$ cat src/rtl/pe_nic.sv
// pe_nic: network interface between a processing element and the PE port of a
// mesh router. One-entry output channel buffer (PE -> router) injected only in
// the router phase whose polarity matches the packet VC bit, one-entry input
// channel buffer (router -> PE), and a 4-word PE register map:
//   00 input data   01 input status   10 output data   11 output status
// Optional feature: define NIC_PKT_CNT_EN to add 16-bit wrapping tx/rx packet
// counters reported in bits [31:16] of the status words.
module pe_nic #(
  parameter int DATA_WIDTH = 64
) (
  input  logic                  clk,
  input  logic                  reset,
  input  logic [1:0]            addr,
  input  logic [DATA_WIDTH-1:0] d_in,
  output logic [DATA_WIDTH-1:0] d_out,
  input  logic                  nicEn,
  input  logic                  nicWrEn,
  output logic                  net_so,
  output logic [DATA_WIDTH-1:0] net_do,
  input  logic                  net_ro,
  input  logic                  net_si,
  input  logic [DATA_WIDTH-1:0] net_di,
  output logic                  net_ri,
  input  logic                  net_polarity
);

  localparam logic [1:0] ADDR_IN_DATA   = 2'b00;
  localparam logic [1:0] ADDR_IN_STAT   = 2'b01;
  localparam logic [1:0] ADDR_OUT_DATA  = 2'b10;
  localparam logic [1:0] ADDR_OUT_STAT  = 2'b11;

  logic [DATA_WIDTH-1:0] in_buf_q,  in_buf_d;
  logic [DATA_WIDTH-1:0] out_buf_q, out_buf_d;
  logic [DATA_WIDTH-1:0] d_out_q,   d_out_d;
  logic                  in_full_q,  in_full_d;
  logic                  out_full_q, out_full_d;
  logic                  ovf_q,      ovf_d;

  logic                  pe_wr;
  logic                  pe_rd;
  logic                  out_wr;
  logic                  out_accept;
  logic                  capture;
  logic                  inject;
  logic [DATA_WIDTH-1:0] in_status;
  logic [DATA_WIDTH-1:0] out_status;

`ifdef NIC_PKT_CNT_EN
  logic [15:0] tx_cnt_q, tx_cnt_d;
  logic [15:0] rx_cnt_q, rx_cnt_d;
`endif

  // Handshake decode: inject only when the router is ready and its phase
  // matches the VC bit of the buffered packet; accept only when empty.
  always_comb begin
    inject     = out_full_q & net_ro & (out_buf_q[DATA_WIDTH-1] == net_polarity);
    capture    = net_si & ~in_full_q;
    pe_wr      = nicEn & nicWrEn;
    pe_rd      = nicEn & ~nicWrEn;
    out_wr     = pe_wr & (addr == ADDR_OUT_DATA);
    // A packet leaving in this cycle frees the buffer for a same-cycle write.
    out_accept = out_wr & (~out_full_q | inject);
  end

  assign net_so = inject;
  assign net_do = out_buf_q;
  assign net_ri = ~in_full_q;
  assign d_out  = d_out_q;

  // Status words: flags in the low bits, optional packet counts in [31:16].
  always_comb begin
    in_status     = '0;
    out_status    = '0;
    in_status[0]  = in_full_q;
    out_status[0] = out_full_q;
    out_status[1] = ovf_q;
`ifdef NIC_PKT_CNT_EN
    in_status[31:16]  = rx_cnt_q;
    out_status[31:16] = tx_cnt_q;
`endif
  end

  // Next-state logic for both channel buffers, overflow flag and read data.
  always_comb begin
    in_buf_d   = in_buf_q;
    in_full_d  = in_full_q;
    out_buf_d  = out_buf_q;
    out_full_d = out_full_q;
    ovf_d      = ovf_q;
    d_out_d    = d_out_q;

    // Output channel: a transfer empties the buffer unless refilled this cycle.
    if (inject) begin
      out_full_d = 1'b0;
    end
    if (out_accept) begin
      out_buf_d  = d_in;
      out_full_d = 1'b1;
    end else if (out_wr) begin
      ovf_d = 1'b1;
    end

    // Input channel: router arrivals only land in an empty buffer, so a
    // clearing read and a capture never coincide.
    if (capture) begin
      in_buf_d  = net_di;
      in_full_d = 1'b1;
    end

    if (pe_rd) begin
      unique case (addr)
        ADDR_IN_DATA: begin
          d_out_d = in_buf_q;
          if (in_full_q) begin
            in_full_d = 1'b0;
          end
        end
        ADDR_IN_STAT:  d_out_d = in_status;
        ADDR_OUT_DATA: d_out_d = '0;
        ADDR_OUT_STAT: begin
          d_out_d = out_status;
          ovf_d   = 1'b0;
        end
        default:       d_out_d = d_out_q;
      endcase
    end
  end

  // State registers; reset discards both buffers and any pending read data.
  always_ff @(posedge clk) begin
    if (reset) begin
      in_buf_q   <= '0;
      in_full_q  <= 1'b0;
      out_buf_q  <= '0;
      out_full_q <= 1'b0;
      ovf_q      <= 1'b0;
      d_out_q    <= '0;
    end else begin
      in_buf_q   <= in_buf_d;
      in_full_q  <= in_full_d;
      out_buf_q  <= out_buf_d;
      out_full_q <= out_full_d;
      ovf_q      <= ovf_d;
      d_out_q    <= d_out_d;
    end
  end

`ifdef NIC_PKT_CNT_EN
  // Packet counters advance on each completed handshake and wrap naturally.
  always_comb begin
    tx_cnt_d = tx_cnt_q;
    rx_cnt_d = rx_cnt_q;
    if (inject) begin
      tx_cnt_d = tx_cnt_q + 16'd1;
    end
    if (capture) begin
      rx_cnt_d = rx_cnt_q + 16'd1;
    end
  end

  // Counter registers, cleared only by reset.
  always_ff @(posedge clk) begin
    if (reset) begin
      tx_cnt_q <= '0;
      rx_cnt_q <= '0;
    end else begin
      tx_cnt_q <= tx_cnt_d;
      rx_cnt_q <= rx_cnt_d;
    end
  end
`endif

endmodule
$ cat config.mk
export PLATFORM = sky130hd
export DESIGN_NAME = pe_nic
export DESIGN_NICKNAME = d
export VERILOG_FILES = /design/src/rtl/pe_nic.sv
export SDC_FILE = /design/constraint.sdc
export NUM_CORES = 1
export LEC_CHECK = 0
export ABC_AREA = 1
export BUFFER_PORTS_ARGS = -buffer_cell sky130_fd_sc_hd__buf_2
export CAP_MARGIN = 0
export CORE_AREA = 2 2 132 134
export DETAILED_ROUTE_END_ITERATION = 10
export DIE_AREA = 0 0 134 136
export HOLD_SLACK_MARGIN = 0.02
export PLACE_DENSITY = 0.77
export SLEW_MARGIN = 20
export SYNTH_ARGS = -nofsm -noshare
export SYNTH_HDL_FRONTEND = slang
export SYNTH_SLANG_ARGS = --single-unit
$ cat constraint.sdc
create_clock -name clk -period 2.5 [get_ports clk]
set_input_delay 0.125 -clock clk [delete_from_list [all_inputs] [get_ports clk]]
set_output_delay 0.125 -clock clk [all_outputs]
set_load 0.02 [all_outputs]
* Word-level counts from Yosys, hierarchy flattened
Cells that the tools add are included.
** Storage, ports and cells
- Bits in registers :: 195
- Input port bits :: 137
- Output and inout port bits :: 130
** Cells by class
- Eq/ne operators :: 4
- Multiplexer cells :: 11
- Bitwise operators :: 11
- Reduce and logical (&&, ||, !) cells :: 2
** Operators by type and width (number)
- $pmux W64 S4 :: 1
- $mux W1 :: 10
- $and A1 B1 Y1 :: 7
- $eq A2 B2 Y1 const B :: 2
- $not A1 Y1 :: 3
- $eq A2 B1 Y1 const B :: 1
- $logic_not A2 Y1 :: 1
- $reduce_bool A2 Y1 :: 1
- $eq A1 B1 Y1 :: 1
- $or A1 B1 Y1 :: 1

* Depth between registers and ports, before layout
Gate-level depths: netlist of the first run.
- Word-level depth :: 7
- Gate-level depth with buffers :: 9

* Worst setup path before layout of the first run
No wires, ideal clock.
- Path kind :: reg-to-reg
- Start point :: register out_buf_q[63] (netlist: net_do[63])
- End point :: register out_buf_q[10] (netlist: net_do[10])
- Library setup time :: 115 ps
- Arrival :: 1235 ps
- Data required time :: 2385 ps
- Path slack :: 1150 ps
- Cell stages (with the launch flop) :: 10
- Path buffers :: 2
- Clock period less this slack :: 1350 ps
- Cell sequence :: dfxtp_1 inv_1 nand2_1 nand3_2 nand2_1 buf_4 buf_6 nand3_1 nand2_1 nor2_1
** Between the ends
- Cells in the longest elaborated chain, start to end :: 4
** RTL lines
- start: declaration :: RTL line 33 : logic [DATA_WIDTH-1:0] out_buf_q, out_buf_d;
- start signal: assignment :: RTL line 141 : out_buf_q <= out_buf_d;
- $eq A1 B1 Y1 :: RTL line 56 : inject = out_full_q & net_ro & (out_buf_q[DATA_WIDTH-1] == net_polarity);
- $and A1 B1 Y1 :: RTL line 56
- $or A1 B1 Y1 :: RTL line 62 : out_accept = out_wr & (~out_full_q | inject);
- $and A1 B1 Y1 :: RTL line 62
No other way between the ends.
A chain may end at the register's enable or synchronous reset.

* Worst setup path in the final report of the first run
- Start point :: register out_full_q
- End point :: register out_buf_q[28] (netlist: net_do[28])
** Between the ends
- Cells in the longest elaborated chain, start to end :: 4
** RTL lines
- start: declaration :: RTL line 36 : logic out_full_q, out_full_d;
- start signal: assignment :: RTL line 142 : out_full_q <= out_full_d;
- $and A1 B1 Y1 (2 in a row) :: RTL line 56
- $or A1 B1 Y1 (*) :: RTL line 62
- $and A1 B1 Y1 (*) :: RTL line 62
Every way passes the cells marked *; elsewhere a longest branch is shown, timed or not.

==> run summary, run 1 <==
Core region area: 16900 µm²
Final Instance Count excl. Fillers: 1583
Share of cells above drive strength 1: 0.239
TritonCTS clock tree: yes
Type of the worst setup path: reg2reg
Hold Violations, Final: 0
Clock buffer count from CTS: 17
Tot Pwr: 6.78 mW
Buffers added on ports: 266
Initial standard-cell utilization of the core: 0.442
Ratio of final minimum period to clock period: 0.687
Fraction of post-synthesis cell area in the top cell type by area: 0.523
Htree depth: 4
Cell area after placement: 8910 µm²
Worst slew margin relative to its limit: 0.510
Number of endpoints failing setup at the final stage: 0
Sequential-to-total area share from yosys stat: 0.523
Max Cap Viol: 0
Number of antenna violations at the first check in global routing: 2
Synthesis-to-finish area growth: 41.1%
Net count after synthesis: 1148
Skew-Pair Late Insertion Delay: 0.43 ns
DRC violations left: 0
Post-DRT Antenna Nets: 0
Number of synthesized flops with an enable pin: 0
Wire length of the first global-routing pass: 33700 µm
GP Congestion: 0.799
Run status: complete, no violations
Synth unique cells: 17
Vias per cell: 4.80
Type of element launching the critical path: flop
Final std cell area, no fill: 10500 µm²
Clock Skews: 0.0111 ns
Min cycle time layout: 1.72 ns
Cell types with the largest area share after synthesis: sky130_fd_sc_hd__dfxtp_1 (52%), sky130_fd_sc_hd__nand2_1 (10%), sky130_fd_sc_hd__nor2_1 (9.9%)
Most common cell in the netlist: sky130_fd_sc_hd__nand2_1
Number of fillers in the final layout: 1413
DP HPWL: 12600 µm
Max Freq: 0.582 GHz
Average size of a mapped cell: 7.38 µm²
Number of cells in the design after placement: 1447
Worst-path maximum fanout: 50
Clock-pin slew on the worst setup and hold paths: 0.07 ns
Largest net degree at the start of global routing: 67
Class of the tightest hold or removal check: in2reg
Die H: 136 µm
Overall via count from detail_route: 7606
Dominant synthesized flop cell: sky130_fd_sc_hd__dfxtp_1
Data arrival at the endpoint of the critical path: 2.04 ns
Total routing resource utilization after global routing: 0.228
DRT iter0 DRCs: 326
Die W: 134 µm
Total leakage power: 4.99 nW
Total I/O pin count: 267
Vias in the first global route: 7078
Die outline area: 18200 µm²
GRT overflow: 0
Flops & latches, synth: 195
Worst IR Drop VDD: 0.000462 V
Total power divided by cell area: 644 nW/µm²
Unrepaired setup endpoints after global routing: no
FFs w/ async S/R, synth: 0
Library cell with the largest summed area after synthesis: sky130_fd_sc_hd__dfxtp_1
Wire length per cell: 13.5 µm
Number of nets at the end of the flow: 1483
CTS Sinks: 195
Total number of placement rows: 48
Synth Instances: 1011
Final WL: 21300 µm
Worst-case clock buffer depth: 2
Master cell of the clock root buffer: sky130_fd_sc_hd__clkbuf_16
Sum of negative setup slack: 0 ns
WP data required: 2.82 ns
Pins over their slew limit: 0
Transition time of the tightest slew-check pin: 0.735 ns
Nature of the critical path endpoint: flop
First-pass iteration count of the detailed router: 5
Cell area after technology mapping: 7460 µm²
Total number of yosys warnings: 0
Top cells by count, synth: sky130_fd_sc_hd__nand2_1 (199), sky130_fd_sc_hd__nor2_1 (197), sky130_fd_sc_hd__dfxtp_1 (195)
Gates resized, CTS repair: 0
## cell type report
class / count / area (µm²) / area share
sequential: 195 / 3900 / 0.371
multi-input combinational: 663 / 2850 / 0.271
timing repair buffer: 391 / 2630 / 0.250
clock buffer: 18 / 429 / 0.0408
inverter: 78 / 294 / 0.0279
tap: 225 / 282 / 0.0267
clock inverter: 11 / 133 / 0.0126
antenna: 2 / 5.00 / 0.000475
## through the flow
| stage | setup WS [ns] | hold WS [ns] | util |
|---|---|---|---|
| 2_1_floorplan | 1.15 | 0.274 | - |
| 3_3_place_gp | 0.861 | 0.358 | 0.528 |
| 3_5_place_dp | 0.796 | 0.365 | 0.528 |
| 4_1_cts | 0.773 | 0.0200 | 0.624 |
| 5_1_grt | 0.600 | 0.0284 | 0.624 |
| 6_report | 0.782 | 0.0322 | 0.624 |
## logic make-up (layout without fill, tap and decap cells)
logic type / after synthesis / in the layout / synth area share
compound gates: 198 / 198 / 0.133
buf+inv: 153 / 498 / 0.0971
flops: 195 / 195 / 0.523
other cells: 0 / 2 / 0
simple gates: 465 / 465 / 0.247
## worst paths after layout
| check | slack, ns | to | startpoint | depth (start not counted) |
|---|---|---|---|---|
| max | 0.78 | net_do[28] | out_full_q | 8 |
| min | 0.03 | net_do[21] | d_in[21] | 5 |
| max reg2reg | 0.78 | net_do[28] | out_full_q | 8 |
| min reg2reg | 0.45 | in_buf_q[0] | in_buf_q[0] | 2 |
## report_power, final
group	leakage [nW]	internal (mW)	switching (mW)
clock network	0.268	1.47	1.19
logic	3.13	0.366	0.442
registers	1.59	3.24	0.0692
## metal layers
layer,vias up,share of wire,GRT usage
li1,3858,-,-
met4,2,0.023,0.0786
met2,274,0.49,0.391
met5,-,0.00061,0
met1,3435,0.41,0.268
met3,37,0.075,0.0746
## cell usage in the layout (no fill, tap or decap), drive strengths merged
cell type	count
inv	80
buf	286
nor2	197
a21oi	131
clkinvlp	3
nor3	2
diode	2
dfxtp	195
nand3	67
nand2	199
dlygate4sd3	105
bufinv	2
clkinv	4
o21ai	67
clkbuf	18
## repair_timing
item | in CTS | in global routing
hold endpoints to repair | 105 | 0
hold buffers | 105 | 0
buffers inserted | 0 | 0
## state kept, by name, summed over array words and instances (netlist names)
register / cells
ovf_q: 1
in_full_q: 1
net_do: 64
out_full_q: 1
in_buf_q: 64
d_out: 64
## critical path: stages, from the launching register on
cell,delay [ns]
sky130_fd_sc_hd__dfxtp_1,0.44
sky130_fd_sc_hd__nand2_1,0.07
sky130_fd_sc_hd__inv_1,0.07
sky130_fd_sc_hd__nand3_2,0.12
sky130_fd_sc_hd__nand2_4,0.39
sky130_fd_sc_hd__buf_12,0.28
sky130_fd_sc_hd__nand3_1,0.11
sky130_fd_sc_hd__nand2_1,0.08
sky130_fd_sc_hd__nor2_1,0.04
No activity file was read; power rests on OpenSTA's default activity.
==> inputs of run 2 (changes only) <==
--- a/config.mk
+++ b/config.mk
@@ -5,12 +5,12 @@
 export SDC_FILE = /design/constraint.sdc
 export NUM_CORES = 1
 export LEC_CHECK = 0
-export ABC_AREA = 1
+export ABC_AREA = 0
 export BUFFER_PORTS_ARGS = -buffer_cell sky130_fd_sc_hd__buf_2
 export CAP_MARGIN = 0
-export CORE_AREA = 2 2 132 134
+export CORE_AREA = 2 2 147 149
 export DETAILED_ROUTE_END_ITERATION = 10
-export DIE_AREA = 0 0 134 136
+export DIE_AREA = 0 0 149 151
 export HOLD_SLACK_MARGIN = 0.02
 export PLACE_DENSITY = 0.77
 export SLEW_MARGIN = 20
==> constraint.sdc (replaced) <==
create_clock -name clk -period 1.5 [get_ports clk]
set_input_delay 0.075 -clock clk [delete_from_list [all_inputs] [get_ports clk]]
set_output_delay 0.075 -clock clk [all_outputs]
set_load 0.02 [all_outputs]
==> run 2 against run 1 <==
Clock skew rose by 0.0038 ns; global-route usage up 2.8 points; synthesized area up 24%; flip-flop and latch count stayed put; critical path depth is 4 lower; critical path type is now reg2out; largest cell class is now multi-input gates; largest power group unchanged; highest routed layer is now met4.
==> run summary, run 2 <==
Total number of placement rows: 53
Worst-path maximum fanout: 2
Min cycle time layout: 1.47 ns
FF-to-FF Start: net_do[63]
Flops & latches, synth: 195
WP data required: 1.42 ns
Total number of yosys warnings: 0
Min setup slack post-route: 0.0300 ns
Vias in the first global route: 9393
Skew-Pair Late Insertion Delay: 0.44 ns
Dominant synthesized flop cell: sky130_fd_sc_hd__dfxtp_1
Type of element launching the critical path: flop
Final std cell area, no fill: 13300 µm²
Most common library cell in the layout ignoring fill and taps: sky130_fd_sc_hd__buf_2
Reg2Reg Capture Point: net_do[16]
End point of the most critical hold path: net_do[41]
Die outline area: 22500 µm²
Buffers added on ports: 266
Number of antenna violations at the first check in global routing: 1
Worst slew margin relative to its limit: 0.724
Sequential share of power: 0.444
Internal Power: 8.58 mW
TritonCTS clock tree: yes
Initial standard-cell utilization of the core: 0.444
Average size of a mapped cell: 8.25 µm²
Clk network pwr share: 0.412
GP Congestion: 0.825
Sum of negative setup slack: 0 ns
Vias per cell: 5.78
Ratio of final minimum period to clock period: 0.980
Post-DRT Antenna Nets: 0
Max Cap Viol: 0
DRT iter0 DRCs: 756
Combinational group share of total power: 0.144
Switching power of the nets: 3.67 mW
Post-Place Worst Slack: 0.0683 ns
Wire length of the first global-routing pass: 47100 µm
Total power divided by cell area: 924 nW/µm²
Number of nets at the end of the flow: 1591
Cells on worst reg2reg path: 6
Start point of the worst hold path: d_in[41]
First-pass iteration count of the detailed router: 5
Total routing resource utilization after global routing: 0.256
FFs w/ async S/R, synth: 0
Unrepaired setup endpoints after global routing: yes
DP HPWL: 17100 µm
Highest-count cells in the layout ignoring fill and taps: sky130_fd_sc_hd__buf_2 (263), sky130_fd_sc_hd__nand2_1 (194), sky130_fd_sc_hd__dfxtp_1 (193)
Share of cells above drive strength 1: 0.249
Fraction of post-synthesis cell area in the top cell type by area: 0.422
Most common cell in the netlist: sky130_fd_sc_hd__dfxtp_1
Top cells by count, synth: sky130_fd_sc_hd__dfxtp_1 (195), sky130_fd_sc_hd__nand2_1 (194), sky130_fd_sc_hd__nand4_1 (129)
Hold_ws: 0.0248 ns
Number of endpoints failing setup at the final stage: 0
Cell types with the largest area share after synthesis: sky130_fd_sc_hd__dfxtp_1 (42%), sky130_fd_sc_hd__nand4_1 (8.7%), sky130_fd_sc_hd__nand2_1 (7.9%)
Wire length per cell: 17.3 µm
Overall via count from detail_route: 10100
Worst IR Drop VDD: 0.000653 V
DRC violations left: 0
Data arrival at the endpoint of the critical path: 1.39 ns
Die W: 149 µm
Hold Violations, Final: 0
Nature of the critical path endpoint: primary output
Class of the tightest hold or removal check: in2reg
Clock-pin slew on the worst setup and hold paths: 0.09 ns
Final WL: 30100 µm
Sequential-to-total area share from yosys stat: 0.422
Largest net degree at the start of global routing: 71
Worst-case clock buffer depth: 2
Synth unique cells: 28
Max Freq: 0.680 GHz
Switching share of total power: 0.300
Transition time of the tightest slew-check pin: 0.413 ns
Multi-input logic area: 4840 µm²
Htree depth: 4
Type of the worst setup path: reg2out
Synth Instances: 1120
Total leakage power: 5.41 nW
Synthesis-to-finish area growth: 43.4%
Core region area: 20800 µm²
Cell area after technology mapping: 9250 µm²
Run status: complete, no violations
Number of synthesized flops with an enable pin: 0
Net count after synthesis: 1257
Library cell with the largest summed area after synthesis: sky130_fd_sc_hd__dfxtp_1
CTS Sinks: 195
Cell depth of the worst min-delay path: 3
Cell area after placement: 11200 µm²
Reg-to-reg slack, setup: 0.08 ns
GRT overflow: 0
Total I/O pin count: 267
Clock buffer count from CTS: 17
Clock Skews: 0.0149 ns
Die H: 151 µm
Master cell of the clock root buffer: sky130_fd_sc_hd__clkbuf_16
Footprint of the flip-flops and latches: 3910 µm²
Number of fillers in the final layout: 1618
Pins over their slew limit: 0
run 2: cell count changes in the layout (fill, tap and decap cells not counted), moves of 64 or more:
cell	previous run	this run
sky130_fd_sc_hd__nand3b_1	0	64
sky130_fd_sc_hd__inv_1	72	2
sky130_fd_sc_hd__nor2b_1	0	65
sky130_fd_sc_hd__nand3_1	66	0
sky130_fd_sc_hd__or4b_1	0	64
sky130_fd_sc_hd__nand4_1	0	129
sky130_fd_sc_hd__a211o_1	0	64
sky130_fd_sc_hd__nor2_1	197	63
run 2: metrics by stage:
stage / total power, mW / instances / utilization
after floorplan: 6.33 / 1120 / -
after global placement: 6.90 / 1577 / 0.536
after detailed placement: 6.93 / 1577 / 0.536
after CTS: 12.3 / 1742 / 0.636
after global routing: 12.7 / 1743 / 0.637
final: 12.3 / 1744 / 0.637
run 2: cells by family (layout without fill, tap and decap cells):
kind of cell           after synthesis  in the layout  synth area share
AO/OA/AOI/OAI                      200            200             0.152
XOR/XNOR                             2              2           0.00190
buffers and inverters              136            483            0.0591
flip-flops                         195            195             0.422
multiplexers                         1              1           0.00122
other                                0              2                 0
AND/OR/NAND/NOR                    586            586             0.363
run 2: final cells by class:
type | instances | share of cell area
clock buffer | 17 | 0.0321
inverter | 2 | 0.000566
multi-input combinational | 789 | 0.365
tap | 275 | 0.0260
antenna | 2 | 0.000378
timing repair buffer | 449 | 0.263
sequential | 195 | 0.295
clock inverter | 15 | 0.0182
run 2: how the worst max path moves through the flow:
stage                          start          to  slack [ns]  cells after the start
after floorplan           net_do[63]  net_do[14]       -0.03                      5
after detailed placement     addr[1]  net_do[27]        0.07                      5
after CTS                 net_do[63]      net_so        0.01                      4
after global placement       addr[1]  net_do[27]        0.12                      5
after global routing      net_do[63]      net_so       -0.03                      4
final                     net_do[63]      net_so        0.03                      4
run 2: repair_timing:
item | CTS | global route
hold buffers | 125 | 0
gates cloned | 4 | 0
setup endpoints to repair | 1 | 1
buffers inserted | 4 | 0
resized for setup | 3 | 0
pin swaps | 1 | 0
hold endpoints to repair | 125 | 0
run 2: critical path: stages (launching register included):
cell and delay (ns):
sky130_fd_sc_hd__dfxtp_2 0.36, sky130_fd_sc_hd__xnor2_4 0.14, sky130_fd_sc_hd__buf_12 0.13, sky130_fd_sc_hd__and3_1 0.17, sky130_fd_sc_hd__buf_4 0.15
run 2: routing by layer:
layer / part of all wire / global-route usage / vias up
met5: 0 / 0 / -
met4: 0.035 / 0.109 / 0
met3: 0.075 / 0.0521 / 79
met2: 0.49 / 0.435 / 509
li1: - / - / 4745
met1: 0.40 / 0.316 / 4748
run 2: power groups by stage:
stage | clock network, mW | registers (mW) | logic [mW]
6_report | 5.05 | 5.44 | 1.76
5_1_grt | 5.33 | 5.47 | 1.88
4_1_cts | 5.11 | 5.44 | 1.72
3_5_place_dp | 0 | 5.56 | 1.36
3_3_place_gp | 0 | 5.56 | 1.34
2_1_floorplan | 0 | 5.62 | 0.705
